### src/rtl/tt_sweep_reader_if.sv
// tt_sweep_reader_if: handshake and circuit-side signals of the truth-table
// sweep reader. The reader uses the slave modport; the host/bench side uses
// the master modport.
interface tt_sweep_reader_if;
    logic       start;
    logic [7:0] expected;
    logic       resp;
    logic [2:0] stim;
    logic       busy;
    logic       done;
    logic [7:0] tt;
    logic       match;
    logic       unstable;

    modport master (
        output start, expected, resp,
        input  stim, busy, done, tt, match, unstable
    );

    modport slave (
        input  start, expected, resp,
        output stim, busy, done, tt, match, unstable
    );
endinterface

### src/rtl/tt_sweep_reader.sv
// tt_sweep_reader: steps a 3-input combinational circuit through all eight
// input rows, holds each row SETTLE_CYCLES cycles, samples the response bit
// and assembles the 8-bit truth-table code (row 000 in the MSB), then
// compares it against the code captured at start.
// Optional feature macro: TT_SWEEP_STABILITY_CHECK_EN -- when defined, the
// response is also registered in the last settle cycle of each row and any
// change by the sample cycle raises a sticky unstable flag that vetoes match.
module tt_sweep_reader #(
    parameter int SETTLE_CYCLES = 4,
    parameter int CNT_W         = 8
) (
    input  logic            clk,
    input  logic            rst,
    tt_sweep_reader_if.slave bus
);

    localparam logic [1:0] S_IDLE   = 2'd0;
    localparam logic [1:0] S_SETTLE = 2'd1;
    localparam logic [1:0] S_SAMPLE = 2'd2;
    localparam logic [1:0] S_DONE   = 2'd3;

    localparam logic [CNT_W-1:0] LP_CNT_LAST = CNT_W'(SETTLE_CYCLES - 1);

    logic [1:0]       r_state;
    logic [2:0]       r_row;
    logic [CNT_W-1:0] r_cnt;
    logic [7:0]       r_tt;
    logic [7:0]       r_exp;
    logic             r_match;
    logic [7:0]       w_tt_next;
    logic             w_unst_next;

`ifdef TT_SWEEP_STABILITY_CHECK_EN
    logic             r_resp_settle;
    logic             r_unstable;

    // Response seen at the end of settling, compared again in SAMPLE
    always_ff @(posedge clk or posedge rst) begin
        if (rst) begin
            r_resp_settle <= 1'b0;
        end else if (r_state == S_SETTLE && r_cnt == LP_CNT_LAST) begin
            r_resp_settle <= bus.resp;
        end
    end

    // Sticky settle-violation flag, cleared only by a new sweep or reset
    always_ff @(posedge clk or posedge rst) begin
        if (rst) begin
            r_unstable <= 1'b0;
        end else if (r_state == S_IDLE && bus.start) begin
            r_unstable <= 1'b0;
        end else if (r_state == S_SAMPLE) begin
            r_unstable <= w_unst_next;
        end
    end

    assign w_unst_next  = r_unstable | (bus.resp != r_resp_settle);
    assign bus.unstable = r_unstable;
`else
    assign w_unst_next  = 1'b0;
    assign bus.unstable = 1'b0;
`endif

    // Truth-table code with the current row's response merged in; row r
    // lands in bit 7-r so that row 000 ends up as the MSB
    always_comb begin
        w_tt_next = r_tt;
        w_tt_next[3'd7 - r_row] = bus.resp;
    end

    // Sweep sequencer: IDLE -> (SETTLE -> SAMPLE) x8 -> DONE -> IDLE
    always_ff @(posedge clk or posedge rst) begin
        if (rst) begin
            r_state <= S_IDLE;
            r_row   <= 3'd0;
            r_cnt   <= '0;
            r_tt    <= 8'h00;
            r_exp   <= 8'h00;
            r_match <= 1'b0;
        end else begin
            case (r_state)
                S_IDLE: begin
                    if (bus.start) begin
                        r_state <= S_SETTLE;
                        r_row   <= 3'd0;
                        r_cnt   <= '0;
                        r_tt    <= 8'h00;
                        r_match <= 1'b0;
                        r_exp   <= bus.expected;
                    end
                end
                S_SETTLE: begin
                    r_cnt <= r_cnt + 1'b1;
                    if (r_cnt == LP_CNT_LAST) begin
                        r_state <= S_SAMPLE;
                    end
                end
                S_SAMPLE: begin
                    r_tt <= w_tt_next;
                    if (r_row == 3'd7) begin
                        // Final row: the full code is known on this edge, so
                        // the comparison result is ready as DONE begins
                        r_state <= S_DONE;
                        r_match <= (w_tt_next == r_exp) && !w_unst_next;
                    end else begin
                        r_row   <= r_row + 3'd1;
                        r_cnt   <= '0;
                        r_state <= S_SETTLE;
                    end
                end
                S_DONE: begin
                    r_state <= S_IDLE;
                end
                default: begin
                    r_state <= S_IDLE;
                end
            endcase
        end
    end

    // Stimulus is only driven while a row is active; IDLE and DONE show 000
    assign bus.stim  = (r_state == S_SETTLE || r_state == S_SAMPLE) ? r_row : 3'd0;
    assign bus.busy  = (r_state != S_IDLE);
    assign bus.done  = (r_state == S_DONE);
    assign bus.tt    = r_tt;
    assign bus.match = r_match;

endmodule

### src/flat_wrapper.sv
// flat-port wrapper written by rule: the top's interface ports become plain ports
module tt_sweep_reader_flat 
#(
    parameter int SETTLE_CYCLES = 4,
    parameter int CNT_W         = 8
)
  (clk, rst, bus_start, bus_expected, bus_resp, bus_stim, bus_busy, bus_done, bus_tt, bus_match, bus_unstable);
  tt_sweep_reader_if bus_i ();
  input  logic clk;
  input  logic rst;
  input wire logic [$bits(bus_i.start)-1:0] bus_start;
  input wire logic [$bits(bus_i.expected)-1:0] bus_expected;
  input wire logic [$bits(bus_i.resp)-1:0] bus_resp;
  output wire logic [$bits(bus_i.stim)-1:0] bus_stim;
  output wire logic [$bits(bus_i.busy)-1:0] bus_busy;
  output wire logic [$bits(bus_i.done)-1:0] bus_done;
  output wire logic [$bits(bus_i.tt)-1:0] bus_tt;
  output wire logic [$bits(bus_i.match)-1:0] bus_match;
  output wire logic [$bits(bus_i.unstable)-1:0] bus_unstable;
  assign bus_i.start = bus_start;
  assign bus_i.expected = bus_expected;
  assign bus_i.resp = bus_resp;
  assign bus_stim = bus_i.stim;
  assign bus_busy = bus_i.busy;
  assign bus_done = bus_i.done;
  assign bus_tt = bus_i.tt;
  assign bus_match = bus_i.match;
  assign bus_unstable = bus_i.unstable;
  tt_sweep_reader #(.SETTLE_CYCLES(SETTLE_CYCLES), .CNT_W(CNT_W)) u_core (.clk(clk), .rst(rst), .bus(bus_i));
endmodule
### config.mk
export PLATFORM = sky130hd
export DESIGN_NAME = tt_sweep_reader_flat
export DESIGN_NICKNAME = d
export VERILOG_FILES = /design/src/rtl/tt_sweep_reader_if.sv /design/src/rtl/tt_sweep_reader.sv /design/src/flat_wrapper.sv
export SDC_FILE = /design/constraint.sdc
export NUM_CORES = 1
export LEC_CHECK = 0
export CORE_MARGIN = 2
export CORE_UTILIZATION = 30
export DETAILED_ROUTE_END_ITERATION = 8
export DONT_BUFFER_PORTS = 1
export PLACE_DENSITY_LB_ADDON = 0.05
export SYNTH_ARGS = -nofsm -noshare
export SYNTH_HDL_FRONTEND = slang
export SYNTH_SLANG_ARGS = --single-unit
### constraint.sdc
create_clock -name clk -period 4.2 [get_ports clk]
set_clock_uncertainty 0.2 [all_clocks]
set_input_delay 0.84 -clock clk [delete_from_list [all_inputs] [get_ports clk]]
set_output_delay 0.84 -clock clk [all_outputs]
set_load 0.02 [all_outputs]
**Word level (Yosys, flattened, before mapping)**

Cells that the tools add are included.

- Magnitude comparators: 2
- Reductions and logical operators: 12
- Add/subtract/negate cells: 3
- Eq/ne operators: 10
- Multiplexer cells: 18

Operators with widths:

| cell | count |
|---|---|
| 8-bit one-hot mux with 3 select lines | 1 |
| 8-bit 2-to-1 mux | 2 |
| 8-bit one-hot mux with 2 select lines | 1 |
| 3-bit 2-to-1 mux | 3 |
| 3-bit AND reduction | 3 |
| 8-bit by 1-bit adder with 8-bit output (second input constant) | 1 |
| 8-bit bitwise mux | 1 |
| 8-bit by 2-bit equality test with 1-bit output (second input constant) | 1 |
| 8-bit equality test | 1 |
| 2-bit one-hot mux with 4 select lines | 1 |
| 2-bit 2-to-1 mux | 3 |
| 3-bit one-hot mux with 2 select lines | 1 |
| 2-bit AND reduction | 3 |
| 2-bit equality test (second input constant) | 2 |
| 3-bit by 4-bit less-than comparator with 1-bit output (second input constant) | 1 |
| 2-bit by 1-bit != test with 1-bit output (second input constant) | 2 |
| 2-bit != test (second input constant) | 2 |
| 2-bit nonzero test | 2 |
| 3-bit by 1-bit adder with 3-bit output (second input constant) | 1 |
| 1-bit demux with 3-bit select | 1 |
| 3-bit equality test (second input constant) | 1 |
| 3-bit by 1-bit >= comparator with 1-bit output (second input constant) | 1 |
| 1-bit 2-to-1 mux | 3 |
| 3-bit nonzero test | 1 |
| 6 further kinds | 6 |

- Bits of input ports: 12
- Word-level logic and storage cells: 51
- Output and inout bits: 15
- Register bits after elaboration: 30

**Logic depth before layout (Yosys ltp)**

- Depth after elaboration: 9
- Depth in mapped cells: 8
- Gate-level depth less buffers: 7

**Least setup slack after synthesis**

Ideal clock, no wire load.

- Path kind: input port to flip-flop
- Start point: in bus_start
- End point: reg u_core.r_cnt[7]
- Cell stages on the path: 6
- Path buffers: 1
- Slack: 1.874 ns
- Data arrival time: 2.048 ns
- Setup time: 0.077 ns
- Required time: 3.923 ns
- Cell sequence: buf_2 or2b_1 nand3b_2 or2_1 or3_1 a21oi_1

- Longest elaborated chain between the ends: 2

RTL lines:

| element | line | source |
|---|---|---|
| start: declaration | flat_wrapper.sv:11 | `input wire logic [$bits(bus_i.start)-1:0] bus_start;` |
| 2-bit != test (no line) | - |  |
| 3-bit AND reduction (no line) | - |  |
| end signal: assignment | tt_sweep_reader.sv:93 | `r_cnt <= r_cnt + 1'b1;` |
| end: declaration | tt_sweep_reader.sv:26 | `logic [CNT_W-1:0] r_cnt;` |

Every way passes these cells.
A chain may end at the register's enable or synchronous reset.

**Final worst setup path**

- Start point: reg u_core.r_state[0]
- End point: reg u_core.r_row[0]

- Longest elaborated chain between the ends: 3
- Elaborated cells on any way between the ends: 7
- Classes of those cells: 3 x eq/ne; 1 x mux; 3 x reduce/logical

RTL lines:

| element | line | source |
|---|---|---|
| start: declaration | tt_sweep_reader.sv:24 | `logic [1:0] r_state;` |
| start signal: assignment | tt_sweep_reader.sv:74 | `r_state <= S_IDLE;` |
| start signal: assignment | tt_sweep_reader.sv:84 | `r_state <= S_SETTLE;` |
| start signal: assignment | tt_sweep_reader.sv:95 | `r_state <= S_SAMPLE;` |
| 2-bit equality test / 2-bit logical NOT (equally long branches) | tt_sweep_reader.sv:81 | `case (r_state)` |
| 2-bit != test (no line) / 2-bit nonzero test (equally long branches) | - |  |
| 3-bit AND reduction (no line) | - |  |
| end signal: assignment | tt_sweep_reader.sv:106 | `r_row <= r_row + 3'd1;` |
| end: declaration | tt_sweep_reader.sv:25 | `logic [2:0] r_row;` |

Parallel ways exist; a longest one is shown, timed or not.

==> impl_metrics.tcl <==
set metrics [dict create \
    clk_latency_ns 0.29 \
    drtIter0Drc 56 \
    synth-warning-count 0 \
    synthArstFlopShare_pct 100 \
    antenna_violating_nets_post_route 0 \
    postCtsHoldBufs 0 \
    worst_hold_path_type "reg -> reg" \
    io_buffers 0 \
    yosysTopAreaCellShare_pct 39.9 \
    crit_path_end_kind "register" \
    grt_pass1_vias 1513 \
    status "complete, no violations" \
    setup_violations 0 \
    maximum_number_of_buffers_from_clock_root_to_sink 2 \
    ctsHtreeMaxLevel 2 \
    wire_length_of_the_first_global_routing_pass_mm 7.67 \
    viasPerCell 5.39 \
    post-synth-top-count-cell "sky130_fd_sc_hd__dfrtp_1" \
    route.detailed.wl_per_inst_um 16.9 \
    vias 1489 \
    final_layout_size_suffix_gt1_share_pct 10.5 \
    synth_enable_flop_cells 0 \
    worstSetupStartpointType "register" \
    max_slew.worst_pin.slew_ns 1.12 \
    unrepaired_setup_endpoints_after_global_routing "no" \
    postCtsSetupBuffers 0 \
    peak_supply_drop_uv 309 \
    timing.final.hold_violations 0 \
    clk_pin_slew_worst_paths_ns 0.07 \
    worst_ep_required_time_ns 4.18 \
    final.fill_count 619 \
    critPathArrivalTime_ns 2.87 \
    finalCritPeriodShare_pct 68.9 \
    synthDominantAreaCellType "sky130_fd_sc_hd__dfrtp_1" \
    maxSlewHeadroom_pct 25.3 \
    highest_clock_frequency_the_design_can_meet_ghz 0.345 \
    slew_viol_final 0 \
    track_usage_pct 13.9 \
    drt_drc_violations_left 0 \
    grt_overflow_total 0 \
    maxCapViolations 0 \
    ios 27 \
    die-height_um 83.2 \
    clock_sinks 30 \
    synth-seq-area-share_pct 39.9 \
    floorplan.rows 28 \
    worstSetupPathType "reg -> reg" \
    core_area_um2 5990 \
    floorplan.die.width_um 83.2 \
    power_leakage_uw 0.000880 \
    post_synth_inst_count 200 \
    routed_wl_mm 4.66 \
    effective_utilization_at_floorplan_pct 31.4 \
    cts-buffers-inserted 5 \
    grt_max_degree 30 \
    ys_top_cells_by_count "sky130_fd_sc_hd__dfrtp_1, sky130_fd_sc_hd__o21ai_0, sky130_fd_sc_hd__nand2_1" \
    cts_tree "yes" \
    yosys_most_used_dff "sky130_fd_sc_hd__dfrtp_1" \
    finalSetupTns_ns 0 \
    antenna_found_initial 1 \
    place.gp.congestion 0.721 \
    cts_resized 0 \
    synth.net_count 219 \
    synthesis.area_um2 1880 \
    critical_path.max_fanout 14 \
    ys_seq_elements 30 \
    clock-root-buffer "sky130_fd_sc_hd__clkbuf_8" \
    syn_area_per_cell_um2 9.40 \
    p_total_uw 1410 \
    synth.distinct_cells 41 \
    drt-pass1-iter-count 4 \
    area_enclosed_by_the_die_boundary_um2 6920 \
    powerDensity_nw_per_um2 690 \
    flow.area_growth_from_synthesis_pct 8.32 \
    synth_top_cells_by_area "sky130_fd_sc_hd__dfrtp_1, sky130_fd_sc_hd__mux2_2, sky130_fd_sc_hd__mux2i_1" \
    dpl.hpwl_mm 3.20 \
    final_nets 218 \
    post-route-min-period_ns 2.90 \
]
[through the flow]
stage	worst slack (ns)	hold WS [ns]	cells	cell area, um^2	utilization [%]
global placement	1.41	0.308	267	1940	32.4
floorplan	1.87	0.265	200	1880	-
global route	1.06	0.342	275	2030	34.0
finish	1.30	0.316	276	2040	34.0
detailed placement	1.31	0.299	267	1940	32.4
CTS	1.29	0.315	275	2030	34.0
[state kept, by name (all words and copies together), names as in the netlist]
signal and flops:
u_core.bus.match 1, u_core.bus.tt 8, u_core.r_cnt 8, u_core.r_exp 8, u_core.r_row 3, u_core.r_state 2
[worst paths after layout]
kind / start / endpoint / slack [ns] / cells past startpoint
min: u_core.r_cnt[6]$_DFFE_PP0P_ / u_core.r_cnt[6]$_DFFE_PP0P_ / 0.32 / 1
max in group asynchronous: rst / u_core.bus.tt[1]$_DFFE_PP0P_ / 2.60 / 1
max: u_core.r_state[0]$_DFFE_PP0P_ / u_core.r_row[0]$_DFFE_PP0P_ / 1.30 / 7
min reg2reg: u_core.r_cnt[6]$_DFFE_PP0P_ / u_core.r_cnt[6]$_DFFE_PP0P_ / 0.32 / 1
min in group asynchronous: rst / u_core.bus.tt[0]$_DFFE_PP0P_ / 0.53 / 1
max reg2reg: u_core.r_state[0]$_DFFE_PP0P_ / u_core.r_row[0]$_DFFE_PP0P_ / 1.30 / 7
[cells by family after synthesis]
kind of cell             synth area share (%)
AND/OR/NAND/NOR                          17.8
AO/OA/AOI/OAI                            18.4
flip-flops                               39.9
multiplexers                             10.7
buffers and inverters                    4.06
XOR/XNOR                                 4.19
adder cells (fa/ha/maj)                  4.66
other                                   0.199
[layer usage]
metal | part of all wire (%) | global-route usage [%] | up-vias | routed length, um
li1 | - | - | 717 | -
met1 | 44 | 16.9 | 731 | 2030
met2 | 49 | 23.5 | 35 | 2310
met3 | 5.9 | 4.17 | 6 | 276
met4 | 1.0 | 4.47 | 0 | 47
met5 | 0 | 0 | - | 0
[report_power, final]
group          leakage [uW]  internal, uW  switching [uW]
Sequential         0.000390           380             156
Combinational      0.000442           262             356
Clock             0.0000482           132             120
[critical path, stage by stage (launching register included)]
cell and delay (ns):
sky130_fd_sc_hd__dfrtp_1 0.41, sky130_fd_sc_hd__inv_1 0.12, sky130_fd_sc_hd__ha_1 0.49, sky130_fd_sc_hd__inv_1 0.27
sky130_fd_sc_hd__nor2_1 0.67, sky130_fd_sc_hd__nor2_1 0.11, sky130_fd_sc_hd__mux2_2 0.30, sky130_fd_sc_hd__a22o_1 0.22
[cells in the final DEF (no fill, tap or decap), types with 7 or more instances in the layout]
master                    count
sky130_fd_sc_hd__a21oi_1     10
sky130_fd_sc_hd__dfrtp_1     30
sky130_fd_sc_hd__ha_1         7
sky130_fd_sc_hd__inv_1        8
sky130_fd_sc_hd__mux2_2       9
sky130_fd_sc_hd__mux2i_1     10
sky130_fd_sc_hd__nand2_1     18
sky130_fd_sc_hd__nor2_1      10
sky130_fd_sc_hd__o21ai_0     19
sky130_fd_sc_hd__xor2_1       7
[layout make-up]
cell class,instances,area (um^2),share of cell area (%)
timing repair buffer,2,15.0,0.737
inverter,8,30.0,1.47
tap,75,93.8,4.61
clock buffer,7,86.3,4.24
multi-input combinational,152,1050,51.7
clock inverter,1,5.00,0.246
sequential,30,751,36.9
antenna,1,2.50,0.123
Note: power is estimated with default switching activity, not from simulation.
